File: src/rtl/rv32i_pkg.sv
// RV32I shared decode definitions.
// Opcodes, funct3 values, ALU ops, immediate formats and control bundle.
package rv32i_pkg;

  localparam logic [6:0] OPC_LUI    = 7'b0110111;
  localparam logic [6:0] OPC_AUIPC  = 7'b0010111;
  localparam logic [6:0] OPC_JAL    = 7'b1101111;
  localparam logic [6:0] OPC_JALR   = 7'b1100111;
  localparam logic [6:0] OPC_BRANCH = 7'b1100011;
  localparam logic [6:0] OPC_LOAD   = 7'b0000011;
  localparam logic [6:0] OPC_STORE  = 7'b0100011;
  localparam logic [6:0] OPC_OP_IMM = 7'b0010011;
  localparam logic [6:0] OPC_OP     = 7'b0110011;
  localparam logic [6:0] OPC_FENCE  = 7'b0001111;
  localparam logic [6:0] OPC_SYSTEM = 7'b1110011;

  localparam logic [2:0] F3_ADD  = 3'b000;
  localparam logic [2:0] F3_SLL  = 3'b001;
  localparam logic [2:0] F3_SLT  = 3'b010;
  localparam logic [2:0] F3_SLTU = 3'b011;
  localparam logic [2:0] F3_XOR  = 3'b100;
  localparam logic [2:0] F3_SR   = 3'b101;
  localparam logic [2:0] F3_OR   = 3'b110;
  localparam logic [2:0] F3_AND  = 3'b111;

  typedef enum logic [3:0] {
    ALU_ADD   = 4'd0,
    ALU_SUB   = 4'd1,
    ALU_SLL   = 4'd2,
    ALU_SLT   = 4'd3,
    ALU_SLTU  = 4'd4,
    ALU_XOR   = 4'd5,
    ALU_SRL   = 4'd6,
    ALU_SRA   = 4'd7,
    ALU_OR    = 4'd8,
    ALU_AND   = 4'd9,
    ALU_PASSB = 4'd10
  } alu_op_t;

  typedef enum logic [2:0] {
    IMM_NONE = 3'd0,
    IMM_I    = 3'd1,
    IMM_S    = 3'd2,
    IMM_B    = 3'd3,
    IMM_U    = 3'd4,
    IMM_J    = 3'd5
  } imm_fmt_t;

  typedef struct packed {
    logic     reg_write;
    logic     mem_read;
    logic     mem_write;
    logic     branch;
    logic     jump;
    logic     alu_src;
    logic     illegal;
    logic     use_rs1;
    logic     use_rs2;
    alu_op_t  alu_op;
    imm_fmt_t fmt;
  } ctrl_t;

  // SUB exists only for register-register ops; SRA for both.
  function automatic alu_op_t alu_from_f3(
    input logic [2:0] f3,
    input logic       b30,
    input logic       sub_ok
  );
    alu_op_t op;
    case (f3)
      F3_ADD:  op = (sub_ok && b30) ? ALU_SUB : ALU_ADD;
      F3_SLL:  op = ALU_SLL;
      F3_SLT:  op = ALU_SLT;
      F3_SLTU: op = ALU_SLTU;
      F3_XOR:  op = ALU_XOR;
      F3_SR:   op = b30 ? ALU_SRA : ALU_SRL;
      F3_OR:   op = ALU_OR;
      default: op = ALU_AND;
    endcase
    return op;
  endfunction

endpackage

File: src/rtl/imm_gen_32i.sv
// RV32I immediate generator.
// Builds I/S/B/U/J immediates and sign-extends them to dataW.
module imm_gen_32i #(
  parameter int dataW = 32
) (
  input  logic [31:7]      instr,
  input  logic [2:0]       fmt,
  output logic [dataW-1:0] imm
);
  import rv32i_pkg::*;

  logic [31:0] raw;

  always_comb begin
    raw = '0;
    case (imm_fmt_t'(fmt))
      IMM_I: raw = {{20{instr[31]}}, instr[31:20]};
      IMM_S: raw = {{20{instr[31]}}, instr[31:25],
                    instr[11:7]};
      IMM_B: raw = {{19{instr[31]}}, instr[31], instr[7],
                    instr[30:25], instr[11:8], 1'b0};
      IMM_U: raw = {instr[31:12], 12'h000};
      IMM_J: raw = {{11{instr[31]}}, instr[31],
                    instr[19:12], instr[20],
                    instr[30:21], 1'b0};
      default: raw = '0;
    endcase
  end

  assign imm = dataW'($signed(raw));

endmodule

File: src/rtl/decode_32i.sv
// RV32I decode stage with pending-write scoreboard.
// Single registered output slot behind a valid/ready handshake.
module decode_32i #(
  parameter int dataW = 32
) (
  input  logic             clock,
  input  logic             reset,
  input  logic [31:0]      InstrIn,
  input  logic [dataW-1:0] InstrPC,
  input  logic             InstrValid,
  output logic             InstrReady,
  output logic             DecValid,
  input  logic             DecReady,
  output logic [4:0]       RegData1,
  output logic [4:0]       RegData2,
  output logic [4:0]       DecRd,
  output logic             DecRegWrite,
  output logic             DecMemRead,
  output logic             DecMemWrite,
  output logic             DecBranch,
  output logic             DecJump,
  output logic             DecAluSrc,
  output logic             DecIllegal,
  output logic [3:0]       DecAluOp,
  output logic [dataW-1:0] DecImm,
  output logic [dataW-1:0] DecPC,
  input  logic             WbValid,
  input  logic [4:0]       WbRd,
  input  logic             Flush
);
  import rv32i_pkg::*;

  logic [6:0] opcode;
  logic [4:0] rd;
  logic [4:0] rs1;
  logic [4:0] rs2;
  logic [2:0] f3;
  logic       b30;
  logic       rd_nz;

  assign opcode = InstrIn[6:0];
  assign rd     = InstrIn[11:7];
  assign f3     = InstrIn[14:12];
  assign rs1    = InstrIn[19:15];
  assign rs2    = InstrIn[24:20];
  assign b30    = InstrIn[30];
  assign rd_nz  = (rd != 5'd0);

  ctrl_t ctrl;

  always_comb begin
    ctrl         = '0;
    ctrl.alu_op  = ALU_ADD;
    ctrl.fmt     = IMM_NONE;
    ctrl.use_rs1 = 1'b1;
    unique case (opcode)
      OPC_LUI: begin
        ctrl.reg_write = rd_nz;
        ctrl.alu_src   = 1'b1;
        ctrl.alu_op    = ALU_PASSB;
        ctrl.fmt       = IMM_U;
        ctrl.use_rs1   = 1'b0;
      end
      OPC_AUIPC: begin
        ctrl.reg_write = rd_nz;
        ctrl.alu_src   = 1'b1;
        ctrl.fmt       = IMM_U;
        ctrl.use_rs1   = 1'b0;
      end
      OPC_JAL: begin
        ctrl.reg_write = rd_nz;
        ctrl.jump      = 1'b1;
        ctrl.alu_src   = 1'b1;
        ctrl.fmt       = IMM_J;
        ctrl.use_rs1   = 1'b0;
      end
      OPC_JALR: begin
        ctrl.reg_write = rd_nz;
        ctrl.jump      = 1'b1;
        ctrl.alu_src   = 1'b1;
        ctrl.fmt       = IMM_I;
      end
      OPC_BRANCH: begin
        ctrl.branch  = 1'b1;
        ctrl.alu_op  = ALU_SUB;
        ctrl.fmt     = IMM_B;
        ctrl.use_rs2 = 1'b1;
      end
      OPC_LOAD: begin
        ctrl.reg_write = rd_nz;
        ctrl.mem_read  = 1'b1;
        ctrl.alu_src   = 1'b1;
        ctrl.fmt       = IMM_I;
      end
      OPC_STORE: begin
        ctrl.mem_write = 1'b1;
        ctrl.alu_src   = 1'b1;
        ctrl.fmt       = IMM_S;
        ctrl.use_rs2   = 1'b1;
      end
      OPC_OP_IMM: begin
        ctrl.reg_write = rd_nz;
        ctrl.alu_src   = 1'b1;
        ctrl.alu_op    = alu_from_f3(f3, b30, 1'b0);
        ctrl.fmt       = IMM_I;
      end
      OPC_OP: begin
        ctrl.reg_write = rd_nz;
        ctrl.alu_op    = alu_from_f3(f3, b30, 1'b1);
        ctrl.use_rs2   = 1'b1;
      end
      OPC_FENCE: begin
        ctrl.use_rs1 = 1'b1;
      end
      default: begin
        ctrl.illegal = 1'b1;
      end
    endcase
  end

  logic [dataW-1:0] imm;

  imm_gen_32i #(
    .dataW(dataW)
  ) u_imm (
    .instr(InstrIn[31:7]),
    .fmt  (ctrl.fmt),
    .imm  (imm)
  );

  logic [31:0] sb_q;
  logic [31:0] sb_d;
  logic [31:0] clr_vec;
  logic [31:0] set_vec;
  logic [31:0] sb_live;
  logic        accept;
  logic        handoff;
  logic        rs1_hit;
  logic        rs2_hit;
  logic        hazard;

  assign accept  = InstrValid & InstrReady;
  assign handoff = DecValid & DecReady;

  always_comb begin
    clr_vec = '0;
    if (WbValid) clr_vec[WbRd] = 1'b1;
  end

  assign sb_live = sb_q & ~clr_vec;

  // The held instruction has not reached the scoreboard yet.
  assign rs1_hit = ctrl.use_rs1 && (rs1 != 5'd0) &&
                   (sb_live[rs1] ||
                    (DecValid && DecRegWrite && DecRd == rs1));
  assign rs2_hit = ctrl.use_rs2 && (rs2 != 5'd0) &&
                   (sb_live[rs2] ||
                    (DecValid && DecRegWrite && DecRd == rs2));
  assign hazard  = rs1_hit | rs2_hit;

  assign InstrReady = (~DecValid | DecReady) & ~hazard
                      & ~Flush & ~reset;

  always_comb begin
    set_vec = '0;
    if (handoff && !Flush && DecRegWrite) set_vec[DecRd] = 1'b1;
  end

  // Set after clear so a same-cycle set of the same bit wins.
  assign sb_d = (sb_live | set_vec) & ~32'd1;

  always_ff @(posedge clock or posedge reset) begin
    if (reset) begin
      sb_q <= '0;
    end else begin
      sb_q <= sb_d;
    end
  end

  always_ff @(posedge clock or posedge reset) begin
    if (reset) begin
      DecValid    <= 1'b0;
      RegData1    <= '0;
      RegData2    <= '0;
      DecRd       <= '0;
      DecRegWrite <= 1'b0;
      DecMemRead  <= 1'b0;
      DecMemWrite <= 1'b0;
      DecBranch   <= 1'b0;
      DecJump     <= 1'b0;
      DecAluSrc   <= 1'b0;
      DecIllegal  <= 1'b0;
      DecAluOp    <= '0;
      DecImm      <= '0;
      DecPC       <= '0;
    end else if (Flush) begin
      DecValid <= 1'b0;
    end else if (accept) begin
      DecValid    <= 1'b1;
      RegData1    <= rs1;
      RegData2    <= rs2;
      DecRd       <= rd;
      DecRegWrite <= ctrl.reg_write;
      DecMemRead  <= ctrl.mem_read;
      DecMemWrite <= ctrl.mem_write;
      DecBranch   <= ctrl.branch;
      DecJump     <= ctrl.jump;
      DecAluSrc   <= ctrl.alu_src;
      DecIllegal  <= ctrl.illegal;
      DecAluOp    <= ctrl.alu_op;
      DecImm      <= imm;
      DecPC       <= InstrPC;
    end else if (handoff) begin
      DecValid <= 1'b0;
    end
  end

endmodule

File: config.mk
export PLATFORM = sky130hd
export DESIGN_NAME = decode_32i
export DESIGN_NICKNAME = d
export VERILOG_FILES = /design/src/rtl/rv32i_pkg.sv /design/src/rtl/imm_gen_32i.sv /design/src/rtl/decode_32i.sv
export SDC_FILE = /design/constraint.sdc
export NUM_CORES = 1
export LEC_CHECK = 0
export CAP_MARGIN = 10
export CORE_MARGIN = 5
export CORE_UTILIZATION = 44
export CTS_CLUSTER_SIZE = 8
export DETAILED_ROUTE_END_ITERATION = 16
export GPL_TIMING_DRIVEN = 0
export PLACE_DENSITY = 0.77
export SYNTH_ARGS = -nofsm -noshare
export SYNTH_HDL_FRONTEND = slang
export SYNTH_SLANG_ARGS = --single-unit
export TNS_END_PERCENT = 1
File: constraint.sdc
create_clock -name clock -period 4 [get_ports clock]
set_input_delay 1 -clock clock [delete_from_list [all_inputs] [get_ports clock]]
set_output_delay 1 -clock clock [all_outputs]
set_load 0.05 [all_outputs]
==> results.sh <==
export IMPL_synth_nets=635
export IMPL_place_ws_ps=-1227
export IMPL_cp_top_family="compound AO/OA/AOI/OAI gates"
export IMPL_r2r_start="DecRd[3]"
export IMPL_place_inst=902
export IMPL_final_hold_violation_count=0
export IMPL_vias_per_cell=5.734
export IMPL_r2r_end="DecPC[20]"
export IMPL_cts_sinks=122
export IMPL_overflow=0
export IMPL_finalCritPeriodShare=0.9880
export IMPL_period_needed_ps=3952
export IMPL_grt_max_degree=39
export IMPL_htreeDepth=4
export IMPL_tritoncts="built"
export IMPL_slowest_delay_ps=350
export IMPL_cp_max_fo=8
export IMPL_io_buffers=159
export IMPL_drc=0
export IMPL_slew_headroom=0.5247
export IMPL_n_antenna_cell=0
export IMPL_postSynthCellCount=560
export IMPL_netlist_top_cells_area="dfrtp_1 49%, mux2_1 14%, mux2i_1 4.5%"
export IMPL_startpoint_type="primary input"
export IMPL_vdd_drop_max_v=0.0004906
export IMPL_num_io_pins=167
export IMPL_nets=828
export IMPL_hp_class="flip-flop to flip-flop"
export IMPL_cts_hold_buffers_added=0
export IMPL_path_buf_inv=2
export IMPL_min_delay_worst_endpoint="RegData1[2]"
export IMPL_wl_per_cell_um=20.65
export IMPL_track_usage=0.2380
export IMPL_hpwl_um=13760
export IMPL_powerDensity_mw_per_mm2=498.2
export IMPL_synth_top_area_frac=0.4947
export IMPL_routabilityCongestion=0.9690
export IMPL_tightest_slew_ps=711.4
export IMPL_die_height_um=128.4
export IMPL_synth_commonest_cells="122 x dfrtp_1, 75 x mux2_1, 48 x o21ai_0"
export IMPL_end_kind="primary output"
export IMPL_routed_via_count=5419
export IMPL_dr_pass1_iters=7
export IMPL_synth_cell_types=61
export IMPL_clk_latency_ps=420
export IMPL_postRouteAntennaNets=0
export IMPL_hold_depth=1
export IMPL_crit_chain="buf_6, nand4b_1, o21ai_2, mux4_2, o21ai_1, o21ai_1, o31ai_4, nor4_4, buf_6"
export IMPL_yosysWarnings=0
export IMPL_grt_pass1_vias=5635
export IMPL_slowest_stage="nand4b_1"
export IMPL_cts_buffer_depth=2
export IMPL_hold_start="RegData1[2]"
export IMPL_cts_root_buf="clkbuf_16"
export IMPL_cp_arrival_ps=2950
export IMPL_synth_avg_cell_area_um2=11.02
export IMPL_finalWorstSetupSlack_ps=48.02
export IMPL_cts_buffers=17
export IMPL_antenna_found_initial=0
export IMPL_skew_ps=9.495
export IMPL_r2r_setup_slack_ps=1050
export IMPL_coreArea_mm2=0.01383
export IMPL_ys_flop_type="dfrtp_1"
export IMPL_r2r_cells=11
export IMPL_synth_area_leader_cell="dfrtp_1"
export IMPL_leakagePower_nw=3.937
export IMPL_die_x_um=128.4
export IMPL_initial_core_util=0.4463
export IMPL_grt_pass1_wl_um=30100
export IMPL_final_layout_size_suffix_gt1_frac=0.1817
export IMPL_yosysSeqAreaShare=0.4947
export IMPL_num_rows=43
export IMPL_max_freq_mhz=253.0
export IMPL_drv_slew=0
export IMPL_clk_pin_slew_worst_paths_ps=50
export IMPL_status="complete, no violations"
export IMPL_cp_required_ps=3000
export IMPL_path_depth=9
export IMPL_die_area_mm2=0.01649
export IMPL_postLayoutCoreUtil=0.6654
export IMPL_yosysMostFrequentCell="dfrtp_1"
export IMPL_path_class="primary input to primary output"
export IMPL_syn_area_mm2=0.006171
export IMPL_synth_edf_count=0
export IMPL_dr_first_iter_drc_count=497
export IMPL_drv_cap=0
export IMPL_synth_async_sr_flop_share=1.000
export IMPL_finalNonFillerCells=945
export IMPL_drt_total_wl_um=19520
export IMPL_synth_seq_cells=122
export IMPL_setup_viol=0
export IMPL_area_growth_pct=49.09
==> worst reg2reg max path, stage by stage, from the launching register on <==
cell and delay [ps]:
dfrtp_1 430, clkbuf_1 520, xnor2_1 200, nand4_1 180
o41ai_4 420, nor4_2 60, buf_4 150, nand3_1 80
nor4_1 50, buf_4 230, buf_6 180, mux2_1 330
==> kinds of logic (layout without fill, tap and decap cells) <==
| logic type | count (synthesis) | count (layout) | share of synthesized area |
|---|---|---|---|
| muxes | 110 | 110 | 0.2042 |
| xor gates and xnor gates | 12 | 12 | 0.01703 |
| and+or+nand+nor | 132 | 132 | 0.1137 |
| AOI/OAI and AO/OA | 124 | 124 | 0.1223 |
| buffers and inverters | 60 | 265 | 0.04805 |
| DFF | 122 | 122 | 0.4947 |
==> cell usage in the layout (no fill, tap or decap), types with 13 or more instances in the layout <==
cell	instances
dfrtp_1	122
clkbuf_16	17
nand2_1	45
inv_1	22
a21oi_1	13
mux2_1	75
clkdlybuf4s50_1	144
mux2i_1	28
o21ai_2	22
o21ai_0	43
nor2_1	17
buf_4	18
==> where the power goes <==
part	total [W]	internal (W)	leakage, nW	switching (W)
Combinational	0.00133	0.000474	2.02	0.000857
Sequential	0.00147	0.00138	1.59	0.0000903
Clock	0.00178	0.00122	0.326	0.000561
==> area by class of cell <==
class,instances,area [µm²]
fill,1013,4627
multi-input combinational,378,3138
sequential,122,3053
timing repair buffer,176,1739
clock buffer,21,470.5
buffer,34,267.8
tap,180,225.2
clock inverter,10,212.7
inverter,24,93.84
==> worst max-delay path by stage <==
stage / from / endpoint
floorplan: WbRd[2] / InstrReady
global placement: WbRd[0] / InstrReady
detailed placement: WbRd[0] / InstrReady
CTS: InstrIn[20] / InstrReady
global route: WbRd[2] / InstrReady
finish: WbRd[3] / InstrReady
==> per-stage QoR <==
| stage | total power, W | hold slack, ps | setup TNS, ps | cell area, µm² |
|---|---|---|---|---|
| after CTS | 0.004584 | 486.1 | 0 | 9052 |
| after floorplan | 0.002272 | 464.0 | -241.4 | 6181 |
| after global routing | 0.004734 | 501.1 | -61.38 | 9200 |
| after detailed placement | 0.002776 | 475.1 | -24170 | 8058 |
| final | 0.004583 | 482.0 | 0 | 9200 |
| after global placement | 0.002747 | 467.0 | -23610 | 7998 |
==> layer usage <==
layer,GRT usage,up-vias,share of wire,wire length (µm)
met3,0.07680,60,0.097,1894
met5,0,-,0,0
met1,0.2971,2630,0.39,7669
met4,0.1049,0,0.037,726
met2,0.3794,307,0.47,9225
li1,-,2422,-,-
==> repair_timing <==
item | in CTS | in global routing
gates cloned | 0 | 0
buffers inserted | 11 | 3
pin swaps | 18 | 16
endpoints found under the setup margin | 1 | 1
gates resized for setup | 121 | 27
==> flip-flops by register name (all words and copies together) (netlist names) <==
| register | cells |
|---|---|
| DecMemRead | 1 |
| DecRegWrite | 1 |
| RegData1 | 5 |
| DecBranch | 1 |
| DecImm | 32 |
| sb_q | 31 |
| DecPC | 32 |
| DecAluSrc | 1 |
| DecIllegal | 1 |
| DecRd | 5 |
| DecValid | 1 |
| DecJump | 1 |
| RegData2 | 5 |
| DecMemWrite | 1 |
| DecAluOp | 4 |
(Power assumes the default switching activity.)
